**src/rtl/dp_sync_ram_if.sv**
```systemverilog
// Command/response bundle for dp_sync_ram: clear control, port A (read/write), port B (read-only).
// Latency: pure wiring, no storage.
// Backpressure: none; commands are dropped by the RAM while busy is high.
//   master: drives clr_req, a_en/a_we/a_addr/a_din, b_en/b_addr; observes busy, a/b dout+valid
//   slave : the RAM side of the same signals
interface dp_sync_ram_if #(
  parameter int DATA_WIDTH = 8,
  parameter int ADDR_WIDTH = 4,
  parameter int NUM_LANES  = 1
);
  logic                  clr_req;
  logic                  busy;
  logic                  a_en;
  logic [NUM_LANES-1:0]  a_we;
  logic [ADDR_WIDTH-1:0] a_addr;
  logic [DATA_WIDTH-1:0] a_din;
  logic [DATA_WIDTH-1:0] a_dout;
  logic                  a_valid;
  logic                  b_en;
  logic [ADDR_WIDTH-1:0] b_addr;
  logic [DATA_WIDTH-1:0] b_dout;
  logic                  b_valid;

  modport master (
    output clr_req, a_en, a_we, a_addr, a_din, b_en, b_addr,
    input  busy, a_dout, a_valid, b_dout, b_valid
  );

  modport slave (
    input  clr_req, a_en, a_we, a_addr, a_din, b_en, b_addr,
    output busy, a_dout, a_valid, b_dout, b_valid
  );
endinterface

```
**src/rtl/dp_sync_ram.sv**
```systemverilog
// Dual-port synchronous RAM: port A read/write with lane enables, port B read-only, hardware clear sweep.
// Latency: read data + valid 1 cycle after an accepted strobe (OUT_REG=0) or 2 cycles (OUT_REG=1).
// Backpressure: none; while busy (clear sweep) strobes are silently dropped, in-flight reads still drain.
//   clk : rising-edge clock
//   rst : asynchronous active-low reset; starts a full clear sweep on release
//   bus : dp_sync_ram_if slave (clr_req/busy, port A a_*, port B b_*)
module dp_sync_ram #(
  parameter int DATA_WIDTH = 8,
  parameter int ADDR_WIDTH = 4,
  parameter int NUM_LANES  = 1,
  parameter int RDW_MODE   = 0,
  parameter int OUT_REG    = 0
) (
  input logic         clk,
  input logic         rst,
  dp_sync_ram_if.slave bus
);
  localparam int DEPTH = 2**ADDR_WIDTH;
  localparam int LW    = DATA_WIDTH / NUM_LANES;

  typedef enum logic {CLEAR, IDLE} state_t;

  state_t                state;
  logic [ADDR_WIDTH-1:0] cnt;
  logic [DATA_WIDTH-1:0] mem [DEPTH];

  logic                  a_acc, a_wr, b_acc, b_hit;
  logic [DATA_WIDTH-1:0] a_old, b_old, merged, a_rd, b_rd;

  // Commands only count in IDLE; the sweep owns the array while clearing.
  assign a_acc = (state == IDLE) && bus.a_en;
  assign a_wr  = a_acc && (|bus.a_we);
  assign b_acc = (state == IDLE) && bus.b_en;
  assign b_hit = a_wr && (bus.a_addr == bus.b_addr);

  assign a_old = mem[bus.a_addr];
  assign b_old = mem[bus.b_addr];

  // Post-write view of word[a_addr]: written lanes from a_din, the rest old data.
  always_comb begin
    merged = a_old;
    for (int i = 0; i < NUM_LANES; i++) begin
      if (bus.a_we[i]) merged[i*LW +: LW] = bus.a_din[i*LW +: LW];
    end
  end

  // Write-first mode forwards the merged word to any same-address read this cycle.
  assign a_rd = (RDW_MODE != 0 && a_wr)  ? merged : a_old;
  assign b_rd = (RDW_MODE != 0 && b_hit) ? merged : b_old;

  // Clear FSM: CLEAR sweeps cnt 0..DEPTH-1, leaving on the edge that writes the last word.
  always_ff @(posedge clk or negedge rst) begin
    if (!rst) begin
      state <= CLEAR;
      cnt   <= '0;
    end else begin
      case (state)
        CLEAR: begin
          cnt <= cnt + 1'b1;
          if (cnt == {ADDR_WIDTH{1'b1}}) state <= IDLE;
        end
        IDLE: begin
          if (bus.clr_req) begin
            state <= CLEAR;
            cnt   <= '0;
          end
        end
        default: begin
          state <= CLEAR;
          cnt   <= '0;
        end
      endcase
    end
  end

  assign bus.busy = (state == CLEAR);

  // Array has no reset; its contents become defined once a sweep completes.
  always_ff @(posedge clk) begin
    if (state == CLEAR) begin
      mem[cnt] <= '0;
    end else if (a_wr) begin
      for (int i = 0; i < NUM_LANES; i++) begin
        if (bus.a_we[i]) mem[bus.a_addr][i*LW +: LW] <= bus.a_din[i*LW +: LW];
      end
    end
  end

  // First read stage: data regs only load on an accepted strobe so outputs hold otherwise.
  logic                  a_v1, b_v1;
  logic [DATA_WIDTH-1:0] a_d1, b_d1;

  always_ff @(posedge clk or negedge rst) begin
    if (!rst) begin
      a_v1 <= 1'b0;
      b_v1 <= 1'b0;
      a_d1 <= '0;
      b_d1 <= '0;
    end else begin
      a_v1 <= a_acc;
      b_v1 <= b_acc;
      if (a_acc) a_d1 <= a_rd;
      if (b_acc) b_d1 <= b_rd;
    end
  end

  generate
    if (OUT_REG != 0) begin : g_out_reg
      // Second stage is not gated by busy so a read launched before a clear still completes.
      logic                  a_v2, b_v2;
      logic [DATA_WIDTH-1:0] a_d2, b_d2;

      always_ff @(posedge clk or negedge rst) begin
        if (!rst) begin
          a_v2 <= 1'b0;
          b_v2 <= 1'b0;
          a_d2 <= '0;
          b_d2 <= '0;
        end else begin
          a_v2 <= a_v1;
          b_v2 <= b_v1;
          if (a_v1) a_d2 <= a_d1;
          if (b_v1) b_d2 <= b_d1;
        end
      end

      assign bus.a_valid = a_v2;
      assign bus.a_dout  = a_d2;
      assign bus.b_valid = b_v2;
      assign bus.b_dout  = b_d2;
    end else begin : g_no_out_reg
      assign bus.a_valid = a_v1;
      assign bus.a_dout  = a_d1;
      assign bus.b_valid = b_v1;
      assign bus.b_dout  = b_d1;
    end
  endgenerate
endmodule
```
**src/flat_wrapper.sv**
```systemverilog
// flat-port wrapper written by rule: the top's interface ports become plain ports
module dp_sync_ram_flat 
#(
  parameter int DATA_WIDTH = 8,
  parameter int ADDR_WIDTH = 4,
  parameter int NUM_LANES  = 1,
  parameter int RDW_MODE   = 0,
  parameter int OUT_REG    = 0
)
  (clk, rst, bus_clr_req, bus_a_en, bus_a_we, bus_a_addr, bus_a_din, bus_b_en, bus_b_addr, bus_busy, bus_a_dout, bus_a_valid, bus_b_dout, bus_b_valid);
  dp_sync_ram_if #(.DATA_WIDTH(DATA_WIDTH), .ADDR_WIDTH(ADDR_WIDTH), .NUM_LANES(NUM_LANES)) bus_i ();
  input logic clk;
  input logic rst;
  input wire logic [$bits(bus_i.clr_req)-1:0] bus_clr_req;
  input wire logic [$bits(bus_i.a_en)-1:0] bus_a_en;
  input wire logic [$bits(bus_i.a_we)-1:0] bus_a_we;
  input wire logic [$bits(bus_i.a_addr)-1:0] bus_a_addr;
  input wire logic [$bits(bus_i.a_din)-1:0] bus_a_din;
  input wire logic [$bits(bus_i.b_en)-1:0] bus_b_en;
  input wire logic [$bits(bus_i.b_addr)-1:0] bus_b_addr;
  output wire logic [$bits(bus_i.busy)-1:0] bus_busy;
  output wire logic [$bits(bus_i.a_dout)-1:0] bus_a_dout;
  output wire logic [$bits(bus_i.a_valid)-1:0] bus_a_valid;
  output wire logic [$bits(bus_i.b_dout)-1:0] bus_b_dout;
  output wire logic [$bits(bus_i.b_valid)-1:0] bus_b_valid;
  assign bus_i.clr_req = bus_clr_req;
  assign bus_i.a_en = bus_a_en;
  assign bus_i.a_we = bus_a_we;
  assign bus_i.a_addr = bus_a_addr;
  assign bus_i.a_din = bus_a_din;
  assign bus_i.b_en = bus_b_en;
  assign bus_i.b_addr = bus_b_addr;
  assign bus_busy = bus_i.busy;
  assign bus_a_dout = bus_i.a_dout;
  assign bus_a_valid = bus_i.a_valid;
  assign bus_b_dout = bus_i.b_dout;
  assign bus_b_valid = bus_i.b_valid;
  dp_sync_ram #(.DATA_WIDTH(DATA_WIDTH), .ADDR_WIDTH(ADDR_WIDTH), .NUM_LANES(NUM_LANES), .RDW_MODE(RDW_MODE), .OUT_REG(OUT_REG)) u_core (.clk(clk), .rst(rst), .bus(bus_i));
endmodule
```
**config.mk**
```make
export PLATFORM = sky130hd
export DESIGN_NAME = dp_sync_ram_flat
export DESIGN_NICKNAME = d
export VERILOG_FILES = /design/src/rtl/dp_sync_ram_if.sv /design/src/rtl/dp_sync_ram.sv /design/src/flat_wrapper.sv
export SDC_FILE = /design/constraint.sdc
export NUM_CORES = 1
export LEC_CHECK = 0
export ABC_AREA = 1
export CORE_MARGIN = 4
export CORE_UTILIZATION = 51
export CTS_CLUSTER_SIZE = 14
export DETAILED_ROUTE_END_ITERATION = 10
export PLACE_DENSITY = 0.72
export SYNTH_ARGS = -nofsm -noshare
export SYNTH_HDL_FRONTEND = slang
export SYNTH_SLANG_ARGS = --single-unit
```
**constraint.sdc**
```tcl
create_clock -name clk -period 2.15 [get_ports clk]
set_clock_uncertainty 0.15 [all_clocks]
set_input_delay 0.215 -clock clk [delete_from_list [all_inputs] [get_ports clk]]
set_output_delay 0.215 -clock clk [all_outputs]
set_load 0.05 [all_outputs]
```
After elaboration in Yosys (flattened, before gate mapping). Memories as Yosys holds them, arrays and structs flattened. A register that Yosys moved wholly into a read port is not among the register bits. Index checks and enable logic that the tools add are counted.

Memory bits (writable): 128. Logic and storage cells: 28. Input bits: 22. Memories: 1. Output and inout port bits: 19. Register bits after elaboration: 7.

Memory list: u_core.mem (words 16, bits a word 8, read ports 2, clocked after Yosys merged registers in 2, write ports 1, line dp_sync_ram.sv:25) `logic [DATA_WIDTH-1:0] mem [DEPTH];`.

Mux-type cells: 13. Add/sub/neg operators: 1. Bitwise logic cells: 1. Reduce and logical (&&, ||, !) cells: 6. Equal/unequal tests: 2.

Operator list (count): $mux W1 (8); $mux W4 (2); $mux W8 (1); $pmux W4 S2 (1); $reduce_or A8 Y1 (1); $add A4 B1 Y4 const B (1); $eq A4 B4 Y1 const B (1); $logic_and A1 B1 Y1 (3); $logic_not A1 Y1 (2); $ne A2 B2 Y1 const B (1); $pmux W1 S2 (1); $not A1 Y1 (1).

Depth between registers and ports, before layout. Gate-level depths: netlist of the first run.

Depth in word-level cells: 7. Depth in mapped cells: 10. Depth with buffers taken out: 9.

Worst setup path after synthesis of the first run. No wires, ideal clock.

Path kind: reg-to-reg. Start: register u_core.state. End: memory u_core.mem[3][0] (enable). Path buffers: 2. Required time: 1617 ps. Path slack: -77 ps. Cell stages (with the launch flop): 10. Library setup time: 383 ps. Arrival time: 1694 ps. Period minus slack after synthesis: 2227 ps. Cells stage by stage: dfrtp_1 buf_6 nand2_8 inv_8 nand2_8 buf_8 nand2_4 o21ai_2 nand2_1 nor3_1.

Longest elaborated chain between the ends: 7. Elaborated cells on any way between the ends: 9. Those cells by class: mux (6); reduce/logical (3).

RTL lines: start: declaration (line dp_sync_ram.sv:23) `state_t state;`; start signal: assignment (line dp_sync_ram.sv:54) `state <= CLEAR;`; start signal: assignment (line dp_sync_ram.sv:60) `if (cnt == {ADDR_WIDTH{1'b1}}) state <= IDLE;`; start signal: assignment (line dp_sync_ram.sv:64) `state <= CLEAR;`; $logic_and A1 B1 Y1 * (line dp_sync_ram.sv:31) `assign a_acc = (state == IDLE) && bus.a_en;`; named net u_core.a_acc (line dp_sync_ram.sv:27) `logic a_acc, a_wr, b_acc, b_hit;`; $logic_and A1 B1 Y1 * (line dp_sync_ram.sv:32) `assign a_wr = a_acc && (|bus.a_we);`; $mux W1 * (line dp_sync_ram.sv:82) `end else if (a_wr) begin`; $mux W1 * (line dp_sync_ram.sv:80) `if (state == CLEAR) begin`; $mux W1 (implied by the code) * (line dp_sync_ram.sv:84) `if (bus.a_we[i]) mem[bus.a_addr][i*LW +: LW] <= bus.a_din[i*LW +: LW];`; $reduce_or A8 Y1 (no line); $mux W4 (no line) or $mux W1 (tied branches); end: declaration (line dp_sync_ram.sv:25).

The timed path passes the listed nets; every way through them passes the cells marked *.

Final worst setup path of the first run.
Start: register u_core.state. End: memory u_core.mem[1][2] (enable).

Same word-level chain as after synthesis.

==> results, run 1 <==
- The flow ran to the end, and the final reports show no timing, DRC or antenna violations.
- Power comes to 0.0104 W.
- The total number of clock tree sinks is 151.
- The type of the worst setup path is reg -> reg.
- The number of endpoints failing setup at the final stage is 0.
- The final max-slew violation count is 0.
- The synthesis-to-finish area growth is 20.5%.
- The final-layout fill cell count is 1200.
- Data on the critical path arrives at its endpoint at 1970 ps.
- In this run, CTS created clock tree buffers numbering 17.
- At the pin with the least slew margin, the transition time is 664 ps.
- Across all hold checks on the routed design, the worst slack comes to 309 ps.
- In this design, the stage delay of the slowest critical-path cell is 440 ps.
- Once detail routing completed, the nets flagged for antenna violations numbered 0.
- The number of global-route vias before repair was 6110.
- The sum of net half-perimeters after detailed placement is 14800 um.
- Counting flops and latches in the post-synthesis netlist gives 151.
- In this run the tightest slew margin relative to its limit is 0.557.
- The number of failing hold endpoints at the final stage is 0.
- The antenna cell count is 0.
- The signal on the critical path passes through nand2_8, inv_8, nand2_8, nand2_1, o21ai_2, inv_2, nand2_1, nor2_1, buf_4.
- The total wire length is 22000 um.
- In this run, the number of DRC markers left after iteration 0 of detailed routing was 1046.
- Of the post-synthesis cell area, the dominant cell type holds 0.511.
- The element type at the critical path start is a flop.
- The floorplan has 44 rows.
- The final net count is 958.
- Setup repair after global routing left no endpoint under its margin.
- The clock-pin slew on the worst setup and hold paths is 60 ps.
- The startpoint identified for the worst register-to-register timing path is u_core.state.
- The source-to-sink clock delay at the later pin of the worst-skew pair is 430 ps.
- The peak supply drop is 0.000719 V.
- Across every metal layer, demand over resource in global routing totals 0.271.
- From bottom edge to top edge, the die measures 129 um.
- The min-delay analysis places its worst path in the category in -> reg.
- Summing over every cut layer, the via total after detailed routing is 6570.
- The per-cell routed wire length is 19.4 um.
- In this run the clock root is driven by a sky130_fd_sc_hd__clkbuf_16.
- Summed over all cells, the static leakage comes to 3.89 nW.
- The initial core utilization is 0.519.
- Once layout is done, the placed cells without fillers occupy 9050 um^2.
- The slowest stage of the critical path belongs to the cell sky130_fd_sc_hd__dfrtp_1.
- Entering global routing, the biggest net connects 62 pins.
- For this design the ratio of total power to cell area is 1150 nW/um^2.
- The cell count after synthesis is 867.
- The max-capacitance violation count is 0.
- Routability-driven placement finished with a final weighted congestion of 0.974.
- In this run the tool buffered the top-level ports with 40 buffer cells.
- In the routed design, unresolved DRC markers number 0.
- The most critical setup path has its startpoint at u_core.state.
- Pin placement for this block handled 41 I/O pins.
- The routed design could run at a clock period as short as 1980 ps.
- The die is 129 um wide.
- The number of iterations in the first detailed-routing pass is 6.
- The startpoint of the most critical hold path is bus_clr_req.
- For this run, the number of Yosys warnings is 0.
- Using the TritonRoute via totals, the vias-per-cell ratio works out to 5.80.
- Static timing analysis puts the maximum clock frequency at 505 MHz.
- The initial antenna violation count is 0.
- The die covers 16700 um^2.
- The global-route wire length before repair is 33600 um.
- The share of synthesized area occupied by flip-flops and latches is 0.588.
- The final-layout setup total negative slack is 0 ps.
- The post-synthesis average cell area is 8.67 um^2.
- The core area is 14500 um^2.
- The mapped netlist covers 7520 um^2.
- The post-cts sizing count is 0.
- The placed instances occupy a cell area of 8460 um^2.
- In this run the worst path has a maximum fanout of 10.
- Dividing the final minimum period by the clock period gives 0.921.
- The sort of element at the end of the critical path is a flop.
- Of the cells placed in the final design, the portion with a size suffix greater than 1 is 0.115.
- Counting distinct cell types in the post-synthesis netlist gives 28.
- In this run the number of H-tree levels came out at 4.
- The net count of the mapped netlist is 890.
- STA puts the critical path data required time at 2140 ps.
- By area the synthesized netlist is led by sky130_fd_sc_hd__edfxtp_1, sky130_fd_sc_hd__nand2_1, sky130_fd_sc_hd__nand3_1.
- The clock passes through at most 2 buffers.
- After global routing the overflow that remains totals 0.
- The dominant cell type by area after synthesis is sky130_fd_sc_hd__edfxtp_1.
- The clock tree from TritonCTS is done.
==> per-layer routing <==
layer  up-vias  global-route usage  part of all wire
met2       469               0.426              0.46
met3        76              0.0692              0.12
met4         0               0.100             0.038
met5         -                   0                 0
li1       3022                   -                 -
met1      3003               0.367              0.38
==> synthesized netlist by cell type <==
| master | instances |
|---|---|
| sky130_fd_sc_hd__nand2_1 | 400 |
| sky130_fd_sc_hd__nand3_1 | 195 |
| sky130_fd_sc_hd__edfxtp_1 | 128 |
| sky130_fd_sc_hd__buf_2 | 29 |
| sky130_fd_sc_hd__dfrtp_1 | 23 |
| sky130_fd_sc_hd__inv_1 | 21 |
| sky130_fd_sc_hd__nor2_1 | 21 |
| sky130_fd_sc_hd__clkbuf_1 | 15 |
| sky130_fd_sc_hd__inv_2 | 4 |
| sky130_fd_sc_hd__nor3_1 | 4 |
| sky130_fd_sc_hd__buf_1 | 3 |
| sky130_fd_sc_hd__o21ai_0 | 3 |
| sky130_fd_sc_hd__o21ai_2 | 3 |
| sky130_fd_sc_hd__clkinv_1 | 2 |
| sky130_fd_sc_hd__nand2_8 | 2 |
| sky130_fd_sc_hd__nand3_2 | 2 |
| sky130_fd_sc_hd__a21oi_1 | 1 |
| sky130_fd_sc_hd__buf_4 | 1 |
| sky130_fd_sc_hd__buf_6 | 1 |
| sky130_fd_sc_hd__buf_8 | 1 |
| sky130_fd_sc_hd__ha_1 | 1 |
| sky130_fd_sc_hd__inv_8 | 1 |
| sky130_fd_sc_hd__nand2_2 | 1 |
| sky130_fd_sc_hd__nand2_4 | 1 |
| sky130_fd_sc_hd__nand4_1 | 1 |
| sky130_fd_sc_hd__o21ai_1 | 1 |
| sky130_fd_sc_hd__o31ai_1 | 1 |
| sky130_fd_sc_hd__or2_2 | 1 |
==> cell type report <==
class	count	area [um^2]	area share
clock buffer	17	425	0.0470
clock inverter	15	161	0.0178
inverter	28	113	0.0124
multi-input combinational	638	2750	0.303
sequential	151	4420	0.488
tap	184	230	0.0254
timing repair buffer	99	958	0.106
==> kinds of logic (layout without fill, tap and decap cells) <==
family / count (synthesis) / count (layout) / share of synthesized area
AO/OA/AOI/OAI: 9 / 9 / 0.00782
adder cells (fa/ha/maj): 1 / 1 / 0.00166
buffers and inverters: 78 / 159 / 0.0478
flip-flops: 151 / 151 / 0.588
AND/OR/NAND/NOR: 628 / 628 / 0.355
==> final timing paths <==
path                                         to  slack [ps]  depth (start not counted)
setup reg to reg               u_core.mem[1][2]         170                          9
hold / removal                    u_core.cnt[2]         310                          4
hold reg to reg            u_core.bus.b_dout[5]         330                          2
min in group asynchronous  u_core.bus.b_dout[5]         530                          3
setup / recovery               u_core.mem[1][2]         170                          9
max in group asynchronous  u_core.bus.a_dout[6]        1090                          3
==> per-stage QoR <==
stage / worst slack [ps] / cells / util
global route: 69.4 / 1132 / 0.625
finish: 171 / 1132 / 0.625
floorplan: -53.9 / 867 / -
detailed placement: -131 / 1099 / 0.584
global placement: -111 / 1099 / 0.584
CTS: 180 / 1132 / 0.625
==> critical path, delay by kind of cell, from the launching register on <==
kind | cells | cell delay (ps)
AOI/OAI and AO/OA | 1 | 80
buffers and inverters | 3 | 350
DFF | 1 | 440
and+or+nand+nor | 5 | 650
==> state kept, by name (all words and copies together) (netlist names) <==
register / cells
u_core.bus.a_valid: 1
u_core.mem: 128
u_core.bus.b_valid: 1
u_core.cnt: 4
u_core.bus.a_dout: 8
u_core.bus.b_dout: 8
u_core.state: 1
==> placed cells by master, fill, tap and decap left out, drive strengths merged <==
master	count
dlygate4sd3	1
buf	61
nand2	404
o31ai	1
o21ai	7
clkdlybuf4s50	37
dfrtp	23
nand4	1
bufinv	3
nor2	21
or2	1
nor3	4
edfxtp	128
ha	1
inv	26
clkinv	9
clkbuf	17
clkinvlp	5
a21oi	1
nand3	197
==> timing repair <==
item | 4_1_cts | 5_1_grt
endpoints found under the hold margin | 23 | 0
buffers inserted | 0 | 0
hold buffers | 1 | 0
endpoints found under the setup margin | 0 | 0
==> where the power goes <==
part           switching [W]  internal [W]
registers           0.000356       0.00397
clock network        0.00116       0.00180
logic                0.00207       0.00102
Note: power is estimated with default switching activity, not from simulation.
==> run 2, diff against run 1 <==
--- a/config.mk
+++ b/config.mk
@@ -7,10 +7,10 @@
 export LEC_CHECK = 0
 export ABC_AREA = 1
 export CORE_MARGIN = 4
-export CORE_UTILIZATION = 51
+export CORE_UTILIZATION = 48
 export CTS_CLUSTER_SIZE = 14
 export DETAILED_ROUTE_END_ITERATION = 10
-export PLACE_DENSITY = 0.72
+export PLACE_DENSITY = 0.69
 export SYNTH_ARGS = -nofsm -noshare
 export SYNTH_HDL_FRONTEND = slang
 export SYNTH_SLANG_ARGS = --single-unit
==> results, run 2 (synthesized netlist as in run 1, its figures left out) <==
- The run finished, with violations left.
- The checks that failed: design-rule violations.
- The highest cell delay on the worst timing path is 450 ps.
- After detailed routing, the number of vias per cell comes to 5.77.
- The max-capacitance violation count is 0.
- Summed over all layers, the global routing overflow is 0.
- The vertical die dimension is 133 um.
- The number of buffers on the longest clock path is 2.
- The number of DRC violations after detailed routing is 2.
- The clock period could shrink to 2030 ps.
- The signal on the critical path passes through nand2_8, inv_8, nand2_8, nand2_1, o21ai_1, inv_1, nand2_1, nor3_2, buf_4.
- Setup total negative slack on the finished layout was measured at 0 ps.
- The initial DRC count is 1037.
- Detailed placement ended at an HPWL of 14800 um.
- The core region is 15300 um^2.
- The number of endpoints failing setup at the final stage is 0.
- The final net count is 950.
- For this configuration, the core starts out at a cell density of 0.493.
- Setup repair after global routing left no endpoint under its margin.
- The first detailed-routing pass ran for 9 iterations.
- The per-cell routed wire length is 19.7 um.
- STA classifies the critical path startpoint as a flop.
- The total number of clock tree sinks is 151.
- Pin placement for this block handled 41 I/O pins.
- The final-layout fill cell count is 1293.
- The detail route stage leaves a number of antenna-violating nets equal to 0.
- For this design, the CTS-stage hold fixing added 0 buffers.
- Entering global routing, the biggest net connects 65 pins.
- For this block, the routed nets add up to 22700 um of wire.
- Post-CTS timing repair inserted 0 buffers for setup.
- The number of failing hold endpoints at the final stage is 0.
- At the pin with the least slew margin, the transition time is 727 ps.
- The type of the worst setup path is reg -> reg.
- In the final layout, the share of cells above drive strength 1 is 0.109.
- Clock tree synthesis inserted a total of 17 buffers.
- Dividing the final minimum period by the clock period gives 0.942.
- The global-route wire length before repair is 34400 um.
- The end-of-flow core utilization is 0.595.
- The area enclosed by the die boundary is 17700 um^2.
- Data arrives at the worst endpoint at 2020 ps.
- The via total after detailed routing is 6642.
- Grouping stages by cell kind, the critical path spends the most delay in simple AND/OR/NAND/NOR gates.
- The number of standard-cell rows in the floorplan is 45.
- The number of flip-flops in the largest register is 128.
- The number of global-route vias before repair was 6272.
- Based on the critical path, the design can be clocked at up to 494 MHz.
- The tree is rooted in a sky130_fd_sc_hd__clkbuf_16.
- The data required time of the worst path is 2140 ps.
- At the end of routability-driven placement, the weighted congestion stood at 0.914.
- The source-to-sink clock delay at the later pin of the worst-skew pair is 430 ps.
- The area growth from synthesis to layout is 20.8%.
- Leaving out fill and tap cells, the most frequent cells in the layout are sky130_fd_sc_hd__nand2_1, sky130_fd_sc_hd__nand3_1, sky130_fd_sc_hd__edfxtp_1, sky130_fd_sc_hd__buf_4, sky130_fd_sc_hd__clkdlybuf4s50_1.
- The leakage dissipation is 3.88 nW.
- After clock tree synthesis, the clock-pin slew on the worst setup and hold paths is 60 ps.
- The most common cell after layout, fill and taps aside is sky130_fd_sc_hd__nand2_1.
- The die is 133 um wide.
- The peak fanout along the critical path is 10.
- Gates resized during post-CTS repair numbered 0.
- The power density relative to cell area is 1170 nW/um^2.
- VDD sags by at most 0.000582 V.
- The worst relative slew slack is 0.515.
- The number of buffer and inverter instances along the worst setup path is 3.
- The final max-slew violation count is 0.
- TritonCTS built the clock tree.
- Input and output buffers added on the ports amount to 40.
- On the final layout, the worst hold slack is 0.686 ps.
- CTS built an H-tree with a depth of 4.
- The worst hold path belongs to the class in -> async.
- The sort of element at the end of the critical path is a flop.
- The most flop-heavy register is u_core.mem.
- For this run, the total global-route usage over all layers was measured as 0.257.
- The initial antenna violation count was 0.
- The cell at the slowest stage of the critical path is sky130_fd_sc_hd__dfrtp_1.
==> run 2: cell count changes in the layout (fill, tap and decap cells not counted) <==
cell	change
sky130_fd_sc_hd__bufinv_16	+2
sky130_fd_sc_hd__diode_2	+1
sky130_fd_sc_hd__clkinv_2	-1
sky130_fd_sc_hd__buf_4	-7
sky130_fd_sc_hd__dlygate4sd3_1	-1
sky130_fd_sc_hd__clkinvlp_4	-1
==> run 2: final timing paths <==
path / startpoint / slack [ps] / cells after the start / end
min reg2reg: u_core.bus.a_dout[5] / 330 / 2 / u_core.bus.a_dout[5]
min: rst / 0.7 / 2 / u_core.bus.b_dout[4]
max: u_core.state / 120 / 9 / u_core.mem[3][4]
max reg2reg: u_core.state / 120 / 9 / u_core.mem[3][4]
max in group asynchronous: rst / 1620 / 2 / u_core.cnt[3]
min in group clk: bus_clr_req / 320 / 4 / u_core.cnt[2]
==> run 2: layer usage <==
layer  track usage  vias to the layer above  wire [um]
met2         0.410                      457      10400
li1              -                     3009          -
met4         0.112                        0        860
met5             0                        -          0
met1         0.321                     3106       8700
met3        0.0850                       70       2730
==> run 2: report_power, final <==
group,internal (W),leakage (nW),switching (W)
Combinational,0.000972,2.10,0.00206
Clock,0.00204,0.302,0.00117
Sequential,0.00397,1.48,0.000365
==> run 2: layout make-up <==
type | instances | area (um^2) | share of cell area
clock inverter | 15 | 209 | 0.0230
timing repair buffer | 91 | 896 | 0.0987
clock buffer | 17 | 425 | 0.0469
sequential | 151 | 4420 | 0.487
antenna | 1 | 2.50 | 0.000276
multi-input combinational | 638 | 2750 | 0.303
tap | 211 | 264 | 0.0291
inverter | 28 | 113 | 0.0124
==> run 2: worst register-to-register path, stage by stage (launching register included) <==
cell and delay, ps:
sky130_fd_sc_hd__dfrtp_1 450, sky130_fd_sc_hd__nand2_8 80, sky130_fd_sc_hd__inv_8 70, sky130_fd_sc_hd__nand2_8 80
sky130_fd_sc_hd__nand2_1 80, sky130_fd_sc_hd__o21ai_1 90, sky130_fd_sc_hd__inv_1 110, sky130_fd_sc_hd__nand2_1 160
sky130_fd_sc_hd__nor3_2 270, sky130_fd_sc_hd__buf_4 210
==> run 2: through the flow <==
stage | area [um^2] | cells | setup slack, ps | total power, W
after CTS | 9070 | 1151 | 156 | 0.0106
after detailed placement | 8440 | 1119 | -170 | 0.00736
after global placement | 8440 | 1119 | -168 | 0.00731
final | 9080 | 1152 | 124 | 0.0106
after floorplan | 7530 | 867 | -53.9 | 0.00621
after global routing | 9070 | 1151 | 41.5 | 0.0110
